<file path="config.mk">
export PLATFORM = sky130hd
export DESIGN_NAME = mux_scan_nto1_flat
export DESIGN_NICKNAME = d
export VERILOG_FILES = /design/src/rtl/mux_scan_nto1_if.sv /design/src/rtl/mux_scan_nto1.sv /design/src/flat_wrapper.sv
export SDC_FILE = /design/constraint.sdc
export NUM_CORES = 1
export LEC_CHECK = 0
export ABC_AREA = 0
export CORE_MARGIN = 2
export CORE_UTILIZATION = 42
export CTS_CLUSTER_DIAMETER = 200
export CTS_CLUSTER_SIZE = 12
export DETAILED_ROUTE_END_ITERATION = 10
export PLACE_DENSITY = 0.73
export SYNTH_ARGS = -nofsm -noshare
export SYNTH_HDL_FRONTEND = slang
export SYNTH_SLANG_ARGS = --single-unit
export TNS_END_PERCENT = 10
</file>
<file path="constraint.sdc">
create_clock -name clk -period 1.6 [get_ports clk]
set_input_delay 0.4 -clock clk [delete_from_list [all_inputs] [get_ports clk]]
set_output_delay 0.4 -clock clk [all_outputs]
set_load 0.005 [all_outputs]
</file>
<file path="src/rtl/mux_scan_nto1_if.sv">
// Channel-mux bus: select/scan controls and packed channel words in, registered word out.
interface mux_scan_nto1_if #(
  parameter int WIDTH    = 1,
  parameter int CHANNELS = 8,
  parameter int SEL_W    = 3
);
  logic                      mode;
  logic [SEL_W-1:0]          sel;
  logic                      hold;
  logic [CHANNELS*WIDTH-1:0] din;
  logic [WIDTH-1:0]          dout;
  logic [SEL_W-1:0]          ch;
  logic                      valid;
  logic                      wrap;

  modport master (output mode, sel, hold, din, input dout, ch, valid, wrap);
  modport slave  (input mode, sel, hold, din, output dout, ch, valid, wrap);
endinterface

</file>
<file path="src/rtl/mux_scan_nto1.sv">
// Registered N-to-1 word mux: manual select, or round-robin scan with a per-channel dwell.
module mux_scan_nto1 #(
  parameter int WIDTH    = 1,
  parameter int CHANNELS = 8,
  parameter int SEL_W    = 3,
  parameter int DWELL    = 125
) (
  input  logic           clk,
  input  logic           rst,
  mux_scan_nto1_if.slave bus
);
  localparam int CNT_W = (DWELL > 1) ? $clog2(DWELL) : 1;
  localparam logic [CNT_W-1:0] CNT_LAST = CNT_W'(DWELL - 1);
  localparam logic [SEL_W-1:0] CH_LAST  = SEL_W'(CHANNELS - 1);

  logic [CNT_W-1:0] cnt;
  logic [WIDTH-1:0] dout_q;
  logic [SEL_W-1:0] ch_q;
  logic             valid_q;
  logic             wrap_q;

  logic [WIDTH-1:0] sel_word, ch_word;
  logic             sel_ok, ch_ok;

  // Index decode by comparison so out-of-range indices never slice past din.
  always_comb begin
    sel_word = '0;
    ch_word  = '0;
    sel_ok   = 1'b0;
    ch_ok    = 1'b0;
    for (int unsigned k = 0; k < CHANNELS; k++) begin
      if (bus.sel == SEL_W'(k)) begin
        sel_ok   = 1'b1;
        sel_word = bus.din[k*WIDTH +: WIDTH];
      end
      if (ch_q == SEL_W'(k)) begin
        ch_ok   = 1'b1;
        ch_word = bus.din[k*WIDTH +: WIDTH];
      end
    end
  end

  always_ff @(posedge clk) begin
    if (rst) begin
      dout_q  <= '0;
      ch_q    <= '0;
      valid_q <= 1'b0;
      wrap_q  <= 1'b0;
      cnt     <= '0;
    end else if (!bus.mode) begin
      ch_q    <= bus.sel;
      dout_q  <= sel_ok ? sel_word : '0;
      valid_q <= sel_ok;
      cnt     <= '0;
      wrap_q  <= 1'b0;
    end else if (!ch_ok) begin
      // Scan entered on an out-of-range manual index: restart at channel 0.
      ch_q    <= '0;
      cnt     <= '0;
      dout_q  <= '0;
      valid_q <= 1'b0;
      wrap_q  <= 1'b0;
    end else begin
      dout_q  <= ch_word;
      valid_q <= 1'b1;
      wrap_q  <= 1'b0;
      if (!bus.hold) begin
        if (cnt != CNT_LAST) begin
          cnt <= cnt + 1'b1;
        end else begin
          cnt <= '0;
          if (ch_q != CH_LAST) begin
            ch_q <= ch_q + 1'b1;
          end else begin
            ch_q   <= '0;
            wrap_q <= 1'b1;
          end
        end
      end
    end
  end

  assign bus.dout  = dout_q;
  assign bus.ch    = ch_q;
  assign bus.valid = valid_q;
  assign bus.wrap  = wrap_q;
endmodule

</file>
<file path="src/flat_wrapper.sv">
// flat-port wrapper written by rule: the top's interface ports become plain ports
module mux_scan_nto1_flat 
#(
  parameter int WIDTH    = 1,
  parameter int CHANNELS = 8,
  parameter int SEL_W    = 3,
  parameter int DWELL    = 125
)
  (clk, rst, bus_mode, bus_sel, bus_hold, bus_din, bus_dout, bus_ch, bus_valid, bus_wrap);
  mux_scan_nto1_if #(.WIDTH(WIDTH), .CHANNELS(CHANNELS), .SEL_W(SEL_W)) bus_i ();
  input  logic clk;
  input  logic rst;
  input wire logic [$bits(bus_i.mode)-1:0] bus_mode;
  input wire logic [$bits(bus_i.sel)-1:0] bus_sel;
  input wire logic [$bits(bus_i.hold)-1:0] bus_hold;
  input wire logic [$bits(bus_i.din)-1:0] bus_din;
  output wire logic [$bits(bus_i.dout)-1:0] bus_dout;
  output wire logic [$bits(bus_i.ch)-1:0] bus_ch;
  output wire logic [$bits(bus_i.valid)-1:0] bus_valid;
  output wire logic [$bits(bus_i.wrap)-1:0] bus_wrap;
  assign bus_i.mode = bus_mode;
  assign bus_i.sel = bus_sel;
  assign bus_i.hold = bus_hold;
  assign bus_i.din = bus_din;
  assign bus_dout = bus_i.dout;
  assign bus_ch = bus_i.ch;
  assign bus_valid = bus_i.valid;
  assign bus_wrap = bus_i.wrap;
  mux_scan_nto1 #(.WIDTH(WIDTH), .CHANNELS(CHANNELS), .SEL_W(SEL_W), .DWELL(DWELL)) u_core (.clk(clk), .rst(rst), .bus(bus_i));
endmodule
</file>
==> run_results.csv <==
group,metric,value,unit
outcome,status,"finished, violations left",
outcome,violations,"setup timing",
cts,cts_tree,"yes",
grt,grt_pass1_vias,785,
power,ir_drop,603,uV
drt,routed_via_density,5.12,
worst_hold_path,hp-class,"flip-flop to flip-flop",
worst_setup_path,r2r-start,"u_core.bus.ch[0]",
cts,cts_buffer_depth,2,
cts,cts.sinks,13,
sta,rsz0062_at_grt,"yes",
sta,tns,-0.549,ns
drt,drtPass1Iterations,4,
floorplanning,chipHeight,48.3,um
worst_setup_path,r2r_cells,7,
power,power,0.000807,W
logic_synthesis,synth_warnings,0,
floorplanning,io_pins,21,
logic_synthesis,synthTopCellsByArea,"dfxtp_1 (32%), ha_1 (12%), mux4_1 (6.4%), nor2_1 (4.6%), a21oi_1 (4.3%)",
worst_setup_path,crit_path_end,"u_core.bus.ch[0]",
sta,fin_hold_ws,0.530,ns
power,p_per_area,601,nW/um^2
worst_setup_path,max_stage_delay,0.37,ns
placed_design,place_hpwl,1770,um
worst_setup_path,arrival,1.85,ns
logic_synthesis,synth_cells,92,
sta,period_minus_slack,1.68,ns
final_layout,syn_to_final_growth,63.1,%
final_layout,nFillCells,150,
worst_setup_path,worstSetupPathType,"flip-flop to flip-flop",
sta,fin_ws,-0.0806,ns
worst_setup_path,crit_chain,"ha_4 -> ha_4 -> or2_4 -> o41ai_4 -> buf_4 -> nor2_2 -> a22o_2",
cts,htree_levels,1,
drt,vias,865,
sta,tightest_slew,0.374,ns
worst_setup_path,path_max_fanout,5,
logic_synthesis,synth_nets,115,
sta,period_share,105,%
drt,wl_per_cell,13.1,um
grt,gr-total-overflow,0,
cts,cts_buffers,3,
sta,relSlewSlack,75.0,%
drt,ant_nets,0,
logic_synthesis,synth.most_common_cell,"dfxtp_1",
final_layout,antenna_cells,0,
floorplanning,rows,16,
logic_synthesis,ys_types,29,
logic_synthesis,syn_area,823,um^2
logic_synthesis,synthFlopType,"dfxtp_1",
sta,setup_viol,11,
floorplanning,die-area,2330,um^2
cts,path_clk_slew,0.08,ns
cts,clkLatencyLatePin,0.28,ns
final_layout,nNetsFinal,166,
placed_design,place.gp.congestion,0.842,
floorplanning,die_w,48.3,um
placed_design,port_buffers,20,
final_layout,finalInstanceArea,1340,um^2
final_layout,postLayoutCoreUtil,70.6,%
worst_setup_path,endpoint_kind,"flip-flop",
logic_synthesis,synth_top_cell_area_share,31.6,%
run,cap_violations,0,
floorplanning,coreArea,1900,um^2
drt,drc_errors,0,
cts,cts_hold_buf,0,
logic_synthesis,ys_seq_elements,13,
worst_setup_path,critPathLaunch,"u_core.bus.ch[0]",
grt,antenna_found_initial,0,
sta,fmax,595,MHz
logic_synthesis,synth-seq-area-share,31.6,%
cts,clock-root-buffer,"clkbuf_4",
logic_synthesis,synth_edf_count,0,
placed_design,dpl-instance-area,1280,um^2
logic_synthesis,synth_common_cells,"dfxtp_1 (13), nor2_1 (10), ha_1 (8)",
grt,grt_pass1_wl,3360,um
final_layout,drive_above_1_share,31.7,%
worst_setup_path,cpMostUsedCell,"ha_4",
logic_synthesis,async_flop_share,0,%
drt,drt_iter0_drc,33,
logic_synthesis,synth_top_area_cell,"dfxtp_1",
worst_setup_path,worst_setup_path_start_kind,"flip-flop",
grt,grtUsageTotal,21.2,%
floorplanning,initial_core_util,43.3,%
worst_setup_path,cpMaxStageDelayCell,"dfxtp_4",
grt,grt_max_degree,8,
sta,skew,0.00246,ns
worst_setup_path,crit_required,1.77,ns
worst_setup_path,reg2reg_slack,-0.08,ns
worst_setup_path,r2r_end,"u_core.bus.ch[0]",
drt,routed_wl,2210,um
sta,hold_violations,0,
sta,finalMaxSlewViolations,0,
logic_synthesis,avgSynthCellArea,8.95,um^2
power,p_leak,0.569,nW
## worst max-delay path, delay by kind of cell (launching register included)
family | cells | cell delay, ns
compound gates | 2 | 0.40
flops | 1 | 0.37
fa+ha+maj | 2 | 0.32
simple gates | 2 | 0.30
buf+inv | 1 | 0.19
## how the worst min path moves through the flow
stage / to / slack, ns / startpoint / depth (start not counted)
finish: u_core.cnt[5] / 0.53 / u_core.cnt[5] / 2
global route: u_core.cnt[5] / 0.56 / u_core.cnt[5] / 2
CTS: u_core.cnt[5] / 0.53 / u_core.cnt[5] / 2
detailed placement: u_core.cnt[6] / 0.51 / u_core.cnt[6] / 2
global placement: u_core.cnt[5] / 0.50 / u_core.cnt[5] / 2
floorplan: u_core.bus.valid / 0.47 / rst / 1
## cell type report
| class | count | area, um^2 | share of cell area [%] |
|---|---|---|---|
| timing repair buffer | 47 | 405 | 30.2 |
| clock buffer | 4 | 26.3 | 1.96 |
| sequential | 13 | 267 | 19.9 |
| multi-input combinational | 71 | 584 | 43.5 |
| inverter | 7 | 26.3 | 1.96 |
| tap | 27 | 33.8 | 2.52 |
## power by group
| part | leakage, nW | total, W | internal [W] | switching, W |
|---|---|---|---|---|
| registers | 0.107 | 0.000346 | 0.000337 | 0.00000934 |
| logic | 0.447 | 0.000255 | 0.000150 | 0.000104 |
| clock network | 0.0150 | 0.000206 | 0.0000967 | 0.000109 |
| total | 0.569 | 0.000807 | 0.000584 | 0.000223 |
## metal layers
metal,track usage (%),up-vias,part of all wire (%)
met1,26.1,408,42
met5,0,-,0
met4,5.41,0,0.63
met2,37.1,24,53
li1,-,429,-
met3,4.44,4,4.2
## sequential cells by signal (all words and copies together) (netlist names)
name,count
u_core.bus.ch,3
u_core.cnt,7
u_core.bus.wrap,1
u_core.bus.dout,1
u_core.bus.valid,1
## stage by stage
step	std cells	worst slack [ns]
5_1_grt	169	-0.174
6_report	169	-0.0806
3_3_place_gp	164	-0.449
3_5_place_dp	164	-0.521
2_1_floorplan	92	-0.167
4_1_cts	169	-0.0795
## layout by cell type, fill, tap and decap left out, types with 2 or more instances in the layout
| cell type | synthesis | routed |
|---|---|---|
| a21oi_1 | 7 | 7 |
| nand2b_1 | 2 | 2 |
| buf_4 | 0 | 26 |
| xnor2_1 | 2 | 2 |
| o21ai_0 | 3 | 2 |
| a211oi_1 | 2 | 2 |
| nand4_1 | 2 | 2 |
| nor3_1 | 6 | 6 |
| nand2_1 | 6 | 6 |
| ha_4 | 0 | 3 |
| nand3_1 | 2 | 2 |
| nor2b_1 | 3 | 3 |
| inv_1 | 7 | 7 |
| clkdlybuf4s50_1 | 0 | 16 |
| nor2_1 | 10 | 9 |
| dfxtp_1 | 13 | 10 |
| dlygate4sd2_1 | 0 | 3 |
| ha_2 | 0 | 2 |
| xor2_1 | 4 | 4 |
| clkbuf_4 | 0 | 3 |
| dfxtp_2 | 0 | 2 |
| mux4_1 | 2 | 2 |
| ha_1 | 8 | 3 |
## what timing repair did
item,in CTS,in global routing
endpoints found under the setup margin,15,13
setup buffers,1,0
resized for setup,8,3
pin swaps,2,0
## cells by family after synthesis
kind of cell	share of synthesized area [%]
DFF	31.6
muxes	8.97
buffers and inverters	3.80
AOI/OAI and AO/OA	15.3
adders and majority gates	12.2
and+or+nand+nor	21.7
xor gates and xnor gates	6.38
No activity file was read; power rests on OpenSTA's default activity.
==> edit 1 (same settings) <==
Make the reset (`rst`) asynchronous in one clocked block.
--- a/src/rtl/mux_scan_nto1.sv
+++ b/src/rtl/mux_scan_nto1.sv
@@ -42,3 +42,3 @@
 
-  always_ff @(posedge clk) begin
+  always_ff @(posedge clk or posedge rst) begin
     if (rst) begin
Formal check against the unedited RTL: differs if rst is asserted again (counterexample within 4 cycles, from zero or initial values and one cycle with rst high); with rst held inactive, the same outputs for 10 cycles.
==> edit 1 against the unedited design <==
- the run still ends with setup timing left
- via count increased by 2.1%
- routed wire length increased by 15%
- worst setup slack got worse by 0.027 ns
- sequential cell count unchanged
- area after synthesis increased by 12%
- first-iteration DRC count decreased by 3.0%
- final area increased by 10%
- critical endpoint is now u_core.bus.dout
- largest cell class unchanged
Power is not compared: it rests on default switching activity, and its combinational part moved more than twofold at a synthesized area within 25%.
==> edit 1: results (changes against the unedited design) <==
CLOCK NETWORK
---------------------------------------------------------------------------
Clock Path Buffers                                                        2   unchanged

PLACEMENT
---------------------------------------------------------------------------
Pre-CTS setup slack                                              -0.2330 ns   +0.2878 ns
Placer Congestion                                                    0.8783   +4.4%
Cell area after placement                                          1369 µm²   +6.6%
Placed wire-length estimate                                         1851 µm   +4.8%
Cells after DPL                                                         159   -3.0%

ROUTE
---------------------------------------------------------------------------
Met3 wire length                                                      57 µm   -39%
Initial DRC Count                                                        32   -3.0%
Routed wire length per instance                                    15.25 µm   +16%
Total Routed Length                                                 2546 µm   +15%
Routed metal-1 wire length                                          1184 µm   +28%
Vias after detailed routing                                             883   +2.1%

YOSYS
---------------------------------------------------------------------------
Most area-consuming cells after synthesis                      dfrtp_1 35%, ha_1 11%, mux2i_1 8.7%
Sequential-to-total area share from yosys stat                       35.33%   +3.7 points
Leading register cell type out of synthesis                         dfrtp_1
Count of cell types in the netlist                                       33   +14%
Most frequent cells after synthesis                            13 x dfrtp_1, 10 x inv_1, 8 x ha_1, 8 x mux2i_1, 6 x nand2_1
Ys async rst share                                                   100.0%   +100 points

OUTCOME
---------------------------------------------------------------------------
Run status                                                     finished, violations left
Violated checks                                                setup timing

GLOBAL ROUTING
---------------------------------------------------------------------------
Met2 Use GR                                                          34.43%   -2.7 points
Maximum number of pins on one net before global-route repair             14   +6
GR met1 Demand/Resource                                              29.40%   +3.3 points
First-pass GRT wire length                                          4064 µm   +21%
GRT Resource Usage Total                                             21.18%   +0.026 points
Via count of the first global-routing pass                              888   +13%

WORST SETUP PATH
---------------------------------------------------------------------------
Top fanout value on the critical path                                     4   -1
Worst Path Arrival                                                  1.90 ns   +0.05 ns
Reg2reg start                                                  u_core.bus.ch[1]
Cell with the largest stage delay on the worst path                 dfrtp_2
Maximum single-stage delay on the critical path                     0.43 ns   +0.06 ns
Destination of the worst register-to-register timing path      u_core.bus.dout

STA
---------------------------------------------------------------------------
Final sum of negative setup slack                                -0.5006 ns   +0.04884 ns
Worst hold-check slack                                            0.4498 ns   -0.08026 ns
Max Clock Skew                                                  0.004295 ns   +0.001837 ns
Final setup viols                                                         9   -2
Final Worst Setup Slack                                          -0.1078 ns   -0.02724 ns
Normalized max-slew margin                                           66.76%   -8.2 points

HOLD PATH
---------------------------------------------------------------------------
Classification of the worst-slack hold path                     in -> async

FINAL LAYOUT
---------------------------------------------------------------------------
Post-route cell area                                               1480 µm²   +10%
Proportion of layout cells with a drive suffix above 1               39.29%   +7.6 points

PWR
---------------------------------------------------------------------------
Pleak                                                             0.6284 nW

edit 1: repair_timing:
| item | in CTS | in global routing |
|---|---|---|
| setup endpoints to repair | 12 | 11 |
| setup buffers | 4 | 0 |
| pin swaps | 7 | 2 |
| hold buffers | 0 | 0 |
| gates resized for setup | 9 | 6 |
edit 1: kinds of logic (layout without fill, tap and decap cells):
logic type | count (synthesis) | count (layout) | share of synthesized area, %
mux | 11 | 11 | 14.81
buf+inv | 11 | 59 | 4.619
simple gates | 27 | 27 | 17.26
fa+ha+maj | 8 | 8 | 10.87
compound gates | 21 | 21 | 16.17
flops | 13 | 13 | 35.33
xor+xnor | 1 | 1 | 0.9513
edit 1: cell type report:
class	count	area share, %
Sequential cell	13	22.15
Inverter	10	2.536
Timing Repair Buffer	45	26.04
Clock buffer	4	1.775
Tap cell	27	2.282
Multi-Input combinational cell	68	45.22
==> edit 2 (same settings) <==
Without the edit above. `DWELL` is set to 125 in 2 places; all go to 250.
--- a/src/rtl/mux_scan_nto1.sv
+++ b/src/rtl/mux_scan_nto1.sv
@@ -5,3 +5,3 @@
   parameter int SEL_W    = 3,
-  parameter int DWELL    = 125
+  parameter int DWELL    = 250
 ) (
--- a/src/flat_wrapper.sv
+++ b/src/flat_wrapper.sv
@@ -6,3 +6,3 @@
   parameter int SEL_W    = 3,
-  parameter int DWELL    = 125
+  parameter int DWELL    = 250
 )
Formal check against the unedited RTL: same outputs for any inputs over 10 cycles, from zero or initial values and one cycle with rst high; that may be too few to reach the edited logic, so the function may still have changed.
==> edit 2 against the unedited design <==
- via count decreased by 7.6%
- critical endpoint is now bus_ch[2]
- routed wire length shrank 11%
- critical path type is now reg -> out
- sequential share of layout area increased by 2.7 points
- worst setup slack better by 0.11 ns
- core utilization decreased by 4.8 points
- count of clock-buffer cells in the layout unchanged
- sequential cell count increased by 1
- area after synthesis rose by 7.1%
- highest routed layer unchanged
- final area decreased by 3.9%
- critical path depth shrank 6
- worst hold slack got worse by 0.053 ns
- power fell by 2.7%
- global-route usage fell by 4.7 points
==> edit 2: results (changes against the unedited design) <==
YOSYS
--------------------------------------------------------------------------------------------------
Most area-consuming cells after synthesis                                             dfxtp_1 32%, ha_1 11%, nor2_1 6.8%
Leading register cell type out of synthesis                                                dfxtp_1
Yosys synthesis warning count                                                                    0   unchanged
Ys async rst share                                                                              0%   unchanged
Count of cell types in the netlist                                                              32   +10%
Most frequent cells after synthesis                                                   16 x nor2_1, 14 x dfxtp_1, 8 x ha_1, 7 x nand2_1
Gate count after technology mapping                                                             99   +7.6%
Sequential-to-total area share from yosys stat                                              31.77%   +0.16 points
Synthesized netlist net count                                                                  122   +6.1%

GLOBAL ROUTING
--------------------------------------------------------------------------------------------------
Via count of the first global-routing pass                                                     733   -6.6%
Maximum number of pins on one net before global-route repair                                     9   +1
Antenna violations before repair                                                                 0   unchanged
GRT Resource Usage Total                                                                    16.45%   -4.7 points
GR met1 Demand/Resource                                                                     20.75%   -5.4 points
Global Route met3 Usage                                                                     4.545%   +0.10 points
First-pass GRT wire length                                                                 3146 µm   -6.4%
Met2 Use GR                                                                                 27.56%   -9.5 points

ROUTE
--------------------------------------------------------------------------------------------------
1st-pass router iterations                                                                       4   unchanged
Routed wire length per instance                                                           12.25 µm   -6.4%
Total Routed Length                                                                        1972 µm   -11%
Initial DRC Count                                                                               19   -42%
Vias after detailed routing                                                                    799   -7.6%

PWR
--------------------------------------------------------------------------------------------------
Power after layout                                                                       0.7847 mW   -2.7%
IR Drop Worst-Case VDD                                                                 0.0005226 V   -13%
Pleak                                                                                    0.5121 nW   -10%

STA
--------------------------------------------------------------------------------------------------
Max Clock Skew                                                                         0.004575 ns   +0.002116 ns
Slew @ Worst Pin                                                                         0.2990 ns   -0.07465 ns

WORST SETUP PATH
--------------------------------------------------------------------------------------------------
Cell with the largest stage delay on the worst path                                   clkdlybuf4s50_1
Top cell family by delay on the critical path                                         buffers and inverters
Maximum single-stage delay on the critical path                                            0.51 ns   +0.14 ns
Worst Path Arrival                                                                         1.17 ns   -0.68 ns
Top fanout value on the critical path                                                            4   -1

FINAL LAYOUT
--------------------------------------------------------------------------------------------------
Diodes inserted                                                                                  0   unchanged
Register with the most flip-flops                                                       u_core.cnt
Total of fill cells in the finished design                                                     196   +31%
Flip-flop count of the largest register, all copies and words added                              8   +1
Final net count                                                                                158   -4.8%
Proportion of layout cells with a drive suffix above 1                                      26.87%   -4.8 points

HOLD PATH
--------------------------------------------------------------------------------------------------
Classification of the worst-slack hold path                                              in -> reg

CLOCK NETWORK
--------------------------------------------------------------------------------------------------
Library cell used as clock root buffer                                                    clkbuf_4
Clock transition time at the flip-flop clock pins of the worst setup and hold paths        0.09 ns
Clk Latency, worst-skew pair                                                               0.28 ns   about the same
Clock buffer count from CTS                                                                      3   unchanged
Clock Path Buffers                                                                               2   unchanged

PLACEMENT
--------------------------------------------------------------------------------------------------
Placer Congestion                                                                           0.8311   -1.2%
Placed wire-length estimate                                                                1570 µm   -11%
Pre-CTS setup slack                                                                     -0.2366 ns   +0.2842 ns

OUTCOME
--------------------------------------------------------------------------------------------------
Run status                                                                               completed

-- edit 2: changes by cell type after synthesis, sizes merged, moves of 3 or more --
cell / delta
a21oi: -4
nor2: +6
mux2i: +4
nor3: -5
o21ai: +3
-- edit 2: worst paths after layout --
check | slack, ns | start | cells after the start | end
max | 0.03 | u_core.bus.ch[2] | 1 | bus_ch[2]
min | 0.48 | bus_sel[0] | 3 | u_core.bus.ch[0]
max reg2reg | 0.06 | u_core.bus.ch[0] | 6 | u_core.bus.dout
min reg2reg | 0.50 | u_core.cnt[1] | 2 | u_core.cnt[1]
-- edit 2: kinds of logic after synthesis --
kind of cell    count (synthesis)  synth area share [%]
mux                             7                 9.929
simple gates                   43                 27.80
compound gates                 14                 9.505
flops                          14                 31.77
xor+xnor                        7                 6.950
buf+inv                         6                 2.695
fa+ha+maj                       8                 11.35
-- edit 2: final cells by class --
cell class	instances	area [µm²]	area share [%]
clock buffer	4	36.28	2.813
multi-input combinational	79	615.6	47.72
timing repair buffer	32	294.0	22.79
tap	27	33.78	2.619
inverter	5	18.77	1.455
sequential	14	291.5	22.60
-- edit 2: metal layers --
metal / vias up / part of all wire (%)
met5: - / 0
met2: 11 / 49
met4: 0 / 0.86
met1: 372 / 47
met3: 2 / 3.2
li1: 414 / -
-- edit 2: power by group --
part / switching [mW] / internal [mW]
clock: 0.114 / 0.138
combinational: 0.0672 / 0.0978
sequential: 0.00958 / 0.358
total: 0.190 / 0.594
-- edit 2: stage by stage --
step           TNS (ns)  instance area [µm²]
2_1_floorplan         0                882.1
3_3_place_gp     -1.899                 1186
3_5_place_dp     -2.055                 1186
4_1_cts               0                 1227
5_1_grt        -0.03816                 1290
6_report              0                 1290
-- edit 2: what timing repair did --
action,in CTS,in global routing
setup buffers,0,2
resized for setup,5,15
endpoints found under the setup margin,7,11
cloned,0,0
pin swaps,0,5
